===== src/rtl/exec_pkg.sv =====
// Shared opcodes, FSM state encodings and default widths for the exec stage.
package exec_pkg;

  localparam int DATA_W_DEF = 8;
  localparam int OPND_W_DEF = 5;

  localparam logic [2:0] OP_ADD  = 3'b000;
  localparam logic [2:0] OP_SUB  = 3'b001;
  localparam logic [2:0] OP_MUL  = 3'b010;
  localparam logic [2:0] OP_AND  = 3'b011;
  localparam logic [2:0] OP_OR   = 3'b100;
  localparam logic [2:0] OP_XOR  = 3'b101;
  localparam logic [2:0] OP_LDI  = 3'b110;
  localparam logic [2:0] OP_HALT = 3'b111;

  typedef enum logic [1:0] {
    ST_IDLE  = 2'b00,
    ST_FETCH = 2'b01,
    ST_EXEC  = 2'b10,
    ST_MULW  = 2'b11
  } state_t;

endpackage


===== src/rtl/exec_mul_iter.sv =====
// Shift-add multiplier, one multiplier bit per cycle, LSB first.
// done marks the cycle whose closing edge finishes the last iteration; product is valid then.
module exec_mul_iter
  import exec_pkg::*;
#(
  parameter int DATA_W = DATA_W_DEF,
  parameter int OPND_W = OPND_W_DEF
) (
  input  logic                       clock,
  input  logic                       reset,
  input  logic                       start,
  input  logic [DATA_W-1:0]          a,
  input  logic [OPND_W-1:0]          b,
  output logic                       done,
  output logic [DATA_W+OPND_W-1:0]   product
);

  localparam int PW = DATA_W + OPND_W;
  localparam int CW = $clog2(OPND_W + 1);

  logic [PW-1:0]     r_mcand;
  logic [OPND_W-1:0] r_mplier;
  logic [PW-1:0]     r_prod;
  logic [CW-1:0]     r_cnt;
  logic [PW-1:0]     w_addend;
  logic [PW-1:0]     w_prod_nxt;

  assign w_addend   = r_mplier[0] ? r_mcand : '0;
  assign w_prod_nxt = r_prod + w_addend;
  assign done       = (r_cnt == CW'(1));
  // Product is exposed one step early so the caller can write it on the final edge.
  assign product    = w_prod_nxt;

  always_ff @(posedge clock or posedge reset) begin
    if (reset) begin
      r_mcand  <= '0;
      r_mplier <= '0;
      r_prod   <= '0;
      r_cnt    <= '0;
    end else if (start) begin
      r_mcand  <= {{OPND_W{1'b0}}, a};
      r_mplier <= b;
      r_prod   <= '0;
      r_cnt    <= CW'(OPND_W);
    end else if (r_cnt != '0) begin
      r_prod   <= w_prod_nxt;
      r_mcand  <= r_mcand << 1;
      r_mplier <= r_mplier >> 1;
      r_cnt    <= r_cnt - CW'(1);
    end
  end

endmodule


===== src/rtl/exec_sequencer.sv =====
// Fetch/execute stage behind the PC/ROM: latches an instruction, runs it on the accumulator.
// Build option EXEC_ITER_MUL_EN selects the multi-cycle MUL (MULW state) via exec_mul_iter.
module exec_sequencer
  import exec_pkg::*;
#(
  parameter int DATA_W = DATA_W_DEF,
  parameter int OPND_W = OPND_W_DEF
) (
  input  logic              clock,
  input  logic              reset,
  input  logic              run,
  input  logic [7:0]        instr_in,
  output logic              pc_ena,
  output logic [DATA_W-1:0] acc_out,
  output logic              carry_out,
  output logic              zero_out,
  output logic              busy,
  output logic              halted,
  output logic [1:0]        state_out
);

  state_t            r_state, w_state_nxt;
  logic [7:0]        r_ir, w_ir_nxt;
  logic [DATA_W-1:0] r_acc, w_acc_nxt;
  logic              r_carry, w_carry_nxt;
  logic              r_zero, w_zero_nxt;
  logic              r_halted, w_halted_nxt;
  logic              r_pc_ena, w_pc_ena_nxt;
  logic              w_write;

  logic [2:0]        w_op;
  logic [DATA_W-1:0] w_opnd;
  logic [DATA_W:0]   w_sum;
  logic [DATA_W:0]   w_diff;
  logic [DATA_W-1:0] w_alu_res;
  logic              w_alu_c;

  assign w_op   = r_ir[7:5];
  assign w_opnd = {{(DATA_W-OPND_W){1'b0}}, r_ir[OPND_W-1:0]};
  assign w_sum  = {1'b0, r_acc} + {1'b0, w_opnd};
  assign w_diff = {1'b0, r_acc} - {1'b0, w_opnd};

`ifdef EXEC_ITER_MUL_EN
  logic                     w_mul_start;
  logic                     w_mul_done;
  logic [DATA_W+OPND_W-1:0] w_mul_prod;

  exec_mul_iter #(.DATA_W(DATA_W), .OPND_W(OPND_W)) u_mul (
    .clock   (clock),
    .reset   (reset),
    .start   (w_mul_start),
    .a       (r_acc),
    .b       (r_ir[OPND_W-1:0]),
    .done    (w_mul_done),
    .product (w_mul_prod)
  );
`else
  logic [2*DATA_W-1:0] w_mul_full;
  assign w_mul_full = {{DATA_W{1'b0}}, r_acc} * {{DATA_W{1'b0}}, w_opnd};
`endif

  always_comb begin
    w_alu_res = r_acc;
    w_alu_c   = 1'b0;
    case (w_op)
      OP_ADD: {w_alu_c, w_alu_res} = w_sum;
      OP_SUB: {w_alu_c, w_alu_res} = w_diff;
      OP_MUL: begin
`ifdef EXEC_ITER_MUL_EN
        w_alu_res = w_mul_prod[DATA_W-1:0];
        w_alu_c   = |w_mul_prod[DATA_W+OPND_W-1:DATA_W];
`else
        w_alu_res = w_mul_full[DATA_W-1:0];
        w_alu_c   = |w_mul_full[2*DATA_W-1:DATA_W];
`endif
      end
      OP_AND: w_alu_res = r_acc & w_opnd;
      OP_OR:  w_alu_res = r_acc | w_opnd;
      OP_XOR: w_alu_res = r_acc ^ w_opnd;
      OP_LDI: w_alu_res = w_opnd;
      default: w_alu_res = r_acc;
    endcase
  end

  always_comb begin
    w_state_nxt  = r_state;
    w_ir_nxt     = r_ir;
    w_acc_nxt    = r_acc;
    w_carry_nxt  = r_carry;
    w_zero_nxt   = r_zero;
    w_halted_nxt = r_halted;
    w_pc_ena_nxt = 1'b0;
    w_write      = 1'b0;
`ifdef EXEC_ITER_MUL_EN
    w_mul_start  = 1'b0;
`endif
    case (r_state)
      ST_IDLE: if (run && !r_halted) w_state_nxt = ST_FETCH;
      ST_FETCH: begin
        if (run) begin
          w_ir_nxt    = instr_in;
          w_state_nxt = ST_EXEC;
        end
      end
      ST_EXEC: begin
        if (w_op == OP_HALT) begin
          w_halted_nxt = 1'b1;
          w_state_nxt  = ST_IDLE;
        end
`ifdef EXEC_ITER_MUL_EN
        else if (w_op == OP_MUL) begin
          w_mul_start = 1'b1;
          w_state_nxt = ST_MULW;
        end
`endif
        else begin
          w_write = 1'b1;
        end
      end
      ST_MULW: begin
`ifdef EXEC_ITER_MUL_EN
        if (w_mul_done) w_write = 1'b1;
`else
        w_state_nxt = ST_IDLE;
`endif
      end
      default: w_state_nxt = ST_IDLE;
    endcase
    // Retire: acc/flags and the PC strobe all land on the same edge.
    if (w_write) begin
      w_acc_nxt    = w_alu_res;
      w_carry_nxt  = w_alu_c;
      w_zero_nxt   = (w_alu_res == '0);
      w_pc_ena_nxt = 1'b1;
      w_state_nxt  = ST_FETCH;
    end
  end

  always_ff @(posedge clock or posedge reset) begin
    if (reset) begin
      r_state  <= ST_IDLE;
      r_ir     <= '0;
      r_acc    <= '0;
      r_carry  <= 1'b0;
      r_zero   <= 1'b1;
      r_halted <= 1'b0;
      r_pc_ena <= 1'b0;
    end else begin
      r_state  <= w_state_nxt;
      r_ir     <= w_ir_nxt;
      r_acc    <= w_acc_nxt;
      r_carry  <= w_carry_nxt;
      r_zero   <= w_zero_nxt;
      r_halted <= w_halted_nxt;
      r_pc_ena <= w_pc_ena_nxt;
    end
  end

  assign pc_ena    = r_pc_ena;
  assign acc_out   = r_acc;
  assign carry_out = r_carry;
  assign zero_out  = r_zero;
  assign busy      = (r_state == ST_EXEC) || (r_state == ST_MULW);
  assign halted    = r_halted;
  assign state_out = r_state;

endmodule


===== config.mk =====
export PLATFORM = sky130hd
export DESIGN_NAME = exec_sequencer
export DESIGN_NICKNAME = d
export VERILOG_FILES = /design/src/rtl/exec_pkg.sv /design/src/rtl/exec_mul_iter.sv /design/src/rtl/exec_sequencer.sv
export SDC_FILE = /design/constraint.sdc
export NUM_CORES = 1
export LEC_CHECK = 0
export BUFFER_PORTS_ARGS = -buffer_cell sky130_fd_sc_hd__buf_2
export CAP_MARGIN = 25
export CORE_MARGIN = 10
export CORE_UTILIZATION = 50
export DETAILED_ROUTE_END_ITERATION = 12
export PLACE_DENSITY = 0.71
export SETUP_SLACK_MARGIN = 0.1
export SYNTH_ARGS = -nofsm -noshare
export SYNTH_HDL_FRONTEND = slang
export SYNTH_SLANG_ARGS = --single-unit

===== constraint.sdc =====
create_clock -name clock -period 4.2 [get_ports clock]
set_input_delay 0.21 -clock clock [delete_from_list [all_inputs] [get_ports clock]]
set_output_delay 0.21 -clock clock [all_outputs]
set_load 0.02 [all_outputs]

==> results of run 1 <==
[synth_stat cells, drive strengths merged, types with 2 or more instances]
| cell type | count | share of area (%) |
|---|---|---|
| inv | 47 | 5.7 |
| nor2 | 41 | 5.0 |
| nand2 | 40 | 4.9 |
| ha | 36 | 15 |
| o21ai | 26 | 4.2 |
| dfrtp | 21 | 17 |
| fa | 20 | 13 |
| a21oi | 17 | 2.8 |
| clkbuf | 12 | 1.5 |
| nand2b | 11 | 2.2 |
| xnor2 | 7 | 2.0 |
| a211oi | 6 | 1.5 |
| a21o | 6 | 1.5 |
| mux2i | 6 | 2.0 |
| nand3 | 6 | 0.98 |
| nor3 | 6 | 0.98 |
| o22ai | 6 | 1.2 |
| buf | 5 | 0.77 |
| mux2 | 5 | 1.8 |
| nand3b | 5 | 1.2 |
| o211ai | 5 | 1.2 |
| and2 | 4 | 0.81 |
| o21bai | 3 | 0.73 |
| or2 | 3 | 0.61 |
| or3 | 3 | 0.77 |
| a221o | 2 | 0.65 |
| a221oi | 2 | 0.57 |
| a31oi | 2 | 0.41 |
| nor2b | 2 | 0.41 |
| o21a | 2 | 0.49 |
| o31ai | 2 | 0.49 |
| o41ai | 2 | 0.57 |
| xor2 | 2 | 0.57 |
[layer usage]
| layer | track usage [%] | wire length (um) | up-vias |
|---|---|---|---|
| met2 | 30.8 | 4390 | 121 |
| met3 | 2.23 | 609 | 22 |
| met5 | 0 | 0 | - |
| met4 | 4.30 | 190 | 0 |
| li1 | - | - | 1397 |
| met1 | 22.7 | 3830 | 1444 |
[cell type report]
type	count	area, um2	area share [%]
clock buffer	3	41.3	1.11
clock inverter	1	30.0	0.807
inverter	48	185	4.97
multi-input combinational	296	2470	66.3
sequential	22	561	15.1
tap	75	93.8	2.52
timing repair buffer	54	343	9.21
[final timing paths]
kind | start | end | slack, ns | depth (start not counted)
max | acc_out[3]$_DFFE_PP0P_ | carry_out$_DFFE_PP0P_ | 0.04 | 14
min | reset | r_ir[2]$_DFFE_PP0P_ | 0.11 | 2
max reg2reg | acc_out[3]$_DFFE_PP0P_ | carry_out$_DFFE_PP0P_ | 0.04 | 14
min reg2reg | zero_out$_DFFE_PP1P_ | zero_out$_DFFE_PP1P_ | 0.49 | 2
max in group asynchronous | reset | acc_out[2]$_DFFE_PP0P_ | 3.50 | 2
min in group clock | instr_in[6] | r_ir[6]$_DFFE_PP0P_ | 0.12 | 3
[cell families (layout without fill, tap and decap cells)]
group,count (synthesis),after routing,synth area share [%]
flops,22,22,17.9
simple gates,126,126,19.2
mux,11,11,3.78
fa+ha+maj,56,56,27.6
compound gates,94,94,20.8
buf+inv,65,106,8.09
xor+xnor,9,9,2.56
[flip-flops by register name, indices dropped and copies added (netlist names)]
signal / count
acc_out: 8
state_out: 2
pc_ena: 1
r_ir: 8
halted: 1
zero_out: 1
carry_out: 1
[through the flow]
step,setup slack [ns],std cells,hold slack (ns),area (um2),utilization [%]
after global routing,-0.121,499,0.145,3720,62.5
after floorplan,0.101,383,0.198,3150,-
final,0.0367,499,0.106,3720,62.5
after CTS,0.0680,495,0.122,3580,60.1
after global placement,0.0507,487,0.401,3440,57.8
after detailed placement,-0.0639,487,0.405,3440,57.8
[what timing repair did]
| item | 4_1_cts | 5_1_grt |
|---|---|---|
| setup buffers | 4 | 4 |
| pin swaps | 6 | 28 |
| endpoints found under the setup margin | 3 | 3 |
| resized for setup | 12 | 23 |
==> results.md, run 1 <==
* Sequential-to-total area share from yosys stat at 17.9%
* Clk_lat worst skew at 0.28 ns
* Die Ht at 98.5 um
* WP data required at 4.37 ns
* CP Launch Type: flip-flop
* Cell family with the largest share of critical-path delay: adder cells
* Status: finished, final reports clean
* Global route total overflow at 0
* Ports at 26
* H-tree level count at 1
* Total Routing Usage GR at 17.8%
* Most used flip-flop cell after synthesis: dfrtp_1
* Drt initial violations at 279
* Core footprint at 0.00596 mm2
* CTS Sinks at 22
* Vias at 2984
* Min Tclk post-route at 4.16 ns
* DR DRC count at 0
* First-pass GRT wire length at 14500 um
* Hold Vio Cnt, Final at 0
* WS Path Type: reg -> reg
* Async SR Flop Fraction at 100%
* Worst path slowest cell: fa_1
* Tightest Hold Check Type: in -> async
* TritonCTS Buffers at 3
* Max incr delay on CP at 0.52 ns
* Max-cap check violation count at 0
* Synth warn at 0
* Filler instances at 525
* Worst Path Max Fanout at 4
* Setup_tns at 0 ns
* CP bufs+invs at 2
* Ratio of final minimum period to clock period at 99.1%
* # diodes at 0
* Routability-driven placement congestion ratio at 0.957
* Unrepaired setup endpoints after global routing: yes
* Net Count, Synth at 450
* Die width at 98.5 um
* Synthesis-to-layout area growth at 20.9%
* Layout cells sized above 1 at 26.4%
* Rel. slew slack at 31.5%
* Most used cell, CP: fa_1
* Antenna Nets Post-Route at 0
* Root buf cell: clkbuf_8
* TritonCTS clock tree: yes
* Critical Path End Type: flip-flop
* Slew Limit Fails at 0
* Max clock buf depth at 2
* Achievable frequency at 0.240 GHz
* Wire per inst at 18.1 um
* Final setup skew at 0.00853 ns
* Crit path arrival time at 4.33 ns
* HPWL after detailed placement at 6850 um
* Number of synthesized flops with an enable pin at 0
* Largest net degree at the start of global routing at 33
* Vias in the first global route at 2920
* DRT Wirelength at 9010 um
* Starting Density at 51.7%
* Hold-fix buffers, CTS at 0
* Full die area at 0.00970 mm2
* Worst slew pin tran at 1.03 ns
* Final setup viols at 0
* Mapped Area at 0.00308 mm2
* Distinct cells, synth at 58
* Gate Count Post-Synth at 383
* Initial antenna violation count at 0
* Router iterations before antenna repair at 6
* Routed vias/inst at 5.98
* Site Rows at 28
* IO buf count at 25
* Worst-path clk slew at 0.09 ns
* #FFs+latches synth at 22
* Mean Syn Cell Area at 8.04 um2
* CP Cell Sequence: ha_4 > inv_2 > fa_1 > fa_1 > inv_1 > fa_1 > ha_2 > or3_4 > or2_1 > o221ai_2 > xnor2_2 > a2111oi_4 > nand3_1 > a221o_1
* Most frequent cells in the layout: inv_1 (40), nand2_1 (40), nor2_1 (35), buf_4 (29), ha_1 (28)
* Final nets at 492
Power of run 1 is not shown: default switching activity piles up to over one toggle a cycle in this logic, so the estimate is an artifact.
==> run 2: changes to the inputs <==
--- a/config.mk
+++ b/config.mk
@@ -11,7 +11,7 @@
 export CORE_UTILIZATION = 50
 export DETAILED_ROUTE_END_ITERATION = 12
 export PLACE_DENSITY = 0.71
-export SETUP_SLACK_MARGIN = 0.1
+export SETUP_SLACK_MARGIN = 0.05
 export SYNTH_ARGS = -nofsm -noshare
 export SYNTH_HDL_FRONTEND = slang
 export SYNTH_SLANG_ARGS = --single-unit
==> run 2 against run 1 <==
Register-to-register slack improved by 0.12 ns. Global-route usage decreased by 0.31 points. Fmax increased by 2.9%. Critical endpoint unchanged. Largest cell class unchanged.
==> results.md, run 2 (synthesis gave the netlist of run 1 again) <==
* DRT Wirelength at 8660 um
* Antenna Nets Post-Route at 0
* Vias in the first global route at 2961
* Starting Density at 51.7%
* Die width at 98.5 um
* Initial antenna violation count at 0
* Wire per inst at 17.2 um
* Final instance area at 0.00370 mm2
* Ports at 26
* WS Path Type: reg -> reg
* Final nets at 497
* Slew Limit Fails at 0
* Critical Path End Type: flip-flop
* Die Ht at 98.5 um
* Worst slew pin tran at 0.999 ns
* Clk_lat worst skew at 0.27 ns
* Pre-CTS setup slack at -0.0469 ns
* Tightest Hold Check Type: in -> async
* Global route total overflow at 0
* CTS Sinks at 22
* Worst Path Max Fanout at 4
* Core footprint at 0.00596 mm2
* Fin util at 62.1%
* # diodes at 0
* H-tree level count at 1
* Layout cells sized above 1 at 26.1%
* HPWL after detailed placement at 6870 um
* Cell family with the largest share of critical-path delay: adder cells
* Setup ws final at 0.152 ns
* R2R depth at 14
* Register area at 561 um2
* Placed cell area at 0.00347 mm2
* Multi-input gate area at 0.00241 mm2
* Synthesis-to-layout area growth at 20.2%
* Final setup viols at 0
* Full die area at 0.00970 mm2
* Most frequent cells in the layout: nand2_1 (40), inv_1 (38), nor2_1 (36), buf_4 (34), ha_1 (29)
* Router iterations before antenna repair at 5
* Commonest non-fill, non-tap cell in the layout: nand2_1
* Vias at 2938
* Max clock buf depth at 2
* Largest net degree at the start of global routing at 33
* Max-cap check violation count at 0
* Worst path slowest cell: fa_1
* CP Cell Sequence: ha_4 > inv_2 > fa_1 > fa_1 > inv_2 > fa_1 > ha_4 > or3_4 > or2_1 > o221ai_2 > xnor2_2 > a2111oi_4 > nand3_1 > a221o_1
* Ratio of final minimum period to clock period at 96.4%
* Crit path arrival time at 4.21 ns
* Max incr delay on CP at 0.56 ns
* Status: finished, final reports clean
* TritonCTS Buffers at 3
* Most used cell, CP: fa_1
* Hold Vio Cnt, Final at 0
* Routability-driven placement congestion ratio at 0.963
* TritonCTS clock tree: yes
* Root buf cell: clkbuf_8
* WP data required at 4.36 ns
* Unrepaired setup endpoints after global routing: yes
* Rel. slew slack at 33.4%
* Drt initial violations at 233
* CP bufs+invs at 2
* DR DRC count at 0
* Site Rows at 28
* Routed vias/inst at 5.83
* Achievable frequency at 0.247 GHz
* Critical Path Stages at 14
* Worst-path clk slew at 0.09 ns
* CP Launch Type: flip-flop
* IO buf count at 25
* Min Tclk post-route at 4.05 ns
* Total Routing Usage GR at 17.4%
* Filler instances at 553
* First-pass GRT wire length at 14300 um
* Final setup skew at 0.00385 ns
[run 2: metrics by stage]
| step | hold slack [ns] | TNS (ns) | std cells |
|---|---|---|---|
| finish | 0.116 | 0 | 504 |
| floorplan | 0.198 | 0 | 383 |
| global placement | 0.403 | 0 | 492 |
| CTS | 0.129 | 0 | 499 |
| detailed placement | 0.409 | -0.0469 | 492 |
| global route | 0.147 | -0.0509 | 504 |
[run 2: timing repair]
item	CTS	global route
cloned	0	0
pin swaps	8	18
hold buffers	0	0
resized for setup	6	20
endpoints found under the setup margin	2	3
buffers inserted	3	5
[run 2: final timing paths]
check | end | slack [ns] | startpoint
max in group asynchronous | r_ir[3]$_DFFE_PP0P_ | 3.49 | reset
worst max-delay path | carry_out$_DFFE_PP0P_ | 0.15 | acc_out[3]$_DFFE_PP0P_
min in group clock | r_ir[7]$_DFFE_PP0P_ | 0.13 | instr_in[7]
worst min-delay path | r_ir[6]$_DFFE_PP0P_ | 0.12 | reset
worst max register to register | carry_out$_DFFE_PP0P_ | 0.15 | acc_out[3]$_DFFE_PP0P_
worst min register to register | zero_out$_DFFE_PP1P_ | 0.49 | zero_out$_DFFE_PP1P_
[run 2: worst reg2reg max path, cell delays in order, from the launching register on]
cell	delay, ns
dfrtp_2	0.47
ha_4	0.20
inv_2	0.06
fa_1	0.43
fa_1	0.56
inv_2	0.04
fa_1	0.50
ha_4	0.19
or3_4	0.33
or2_1	0.23
o221ai_2	0.20
xnor2_2	0.11
a2111oi_4	0.18
nand3_1	0.13
a221o_1	0.30
[run 2: layout make-up]
| type | count | share of cell area, % |
|---|---|---|
| multi-input cells | 296 | 65.2 |
| clock inverters | 1 | 0.812 |
| repair buffers | 59 | 10.3 |
| clock buffers | 3 | 1.12 |
| flip-flops and latches | 22 | 15.2 |
| well taps | 75 | 2.54 |
| inverters | 48 | 4.94 |
[run 2: per-layer routing]
metal | up-vias | wire (um) | GRT usage (%)
met5 | - | 0 | 0
met4 | 0 | 152 | 4.08
met3 | 20 | 614 | 2.93
met2 | 131 | 3950 | 28.6
met1 | 1384 | 3940 | 23.3
li1 | 1403 | - | -
Power of run 2 is left out for the same reason.
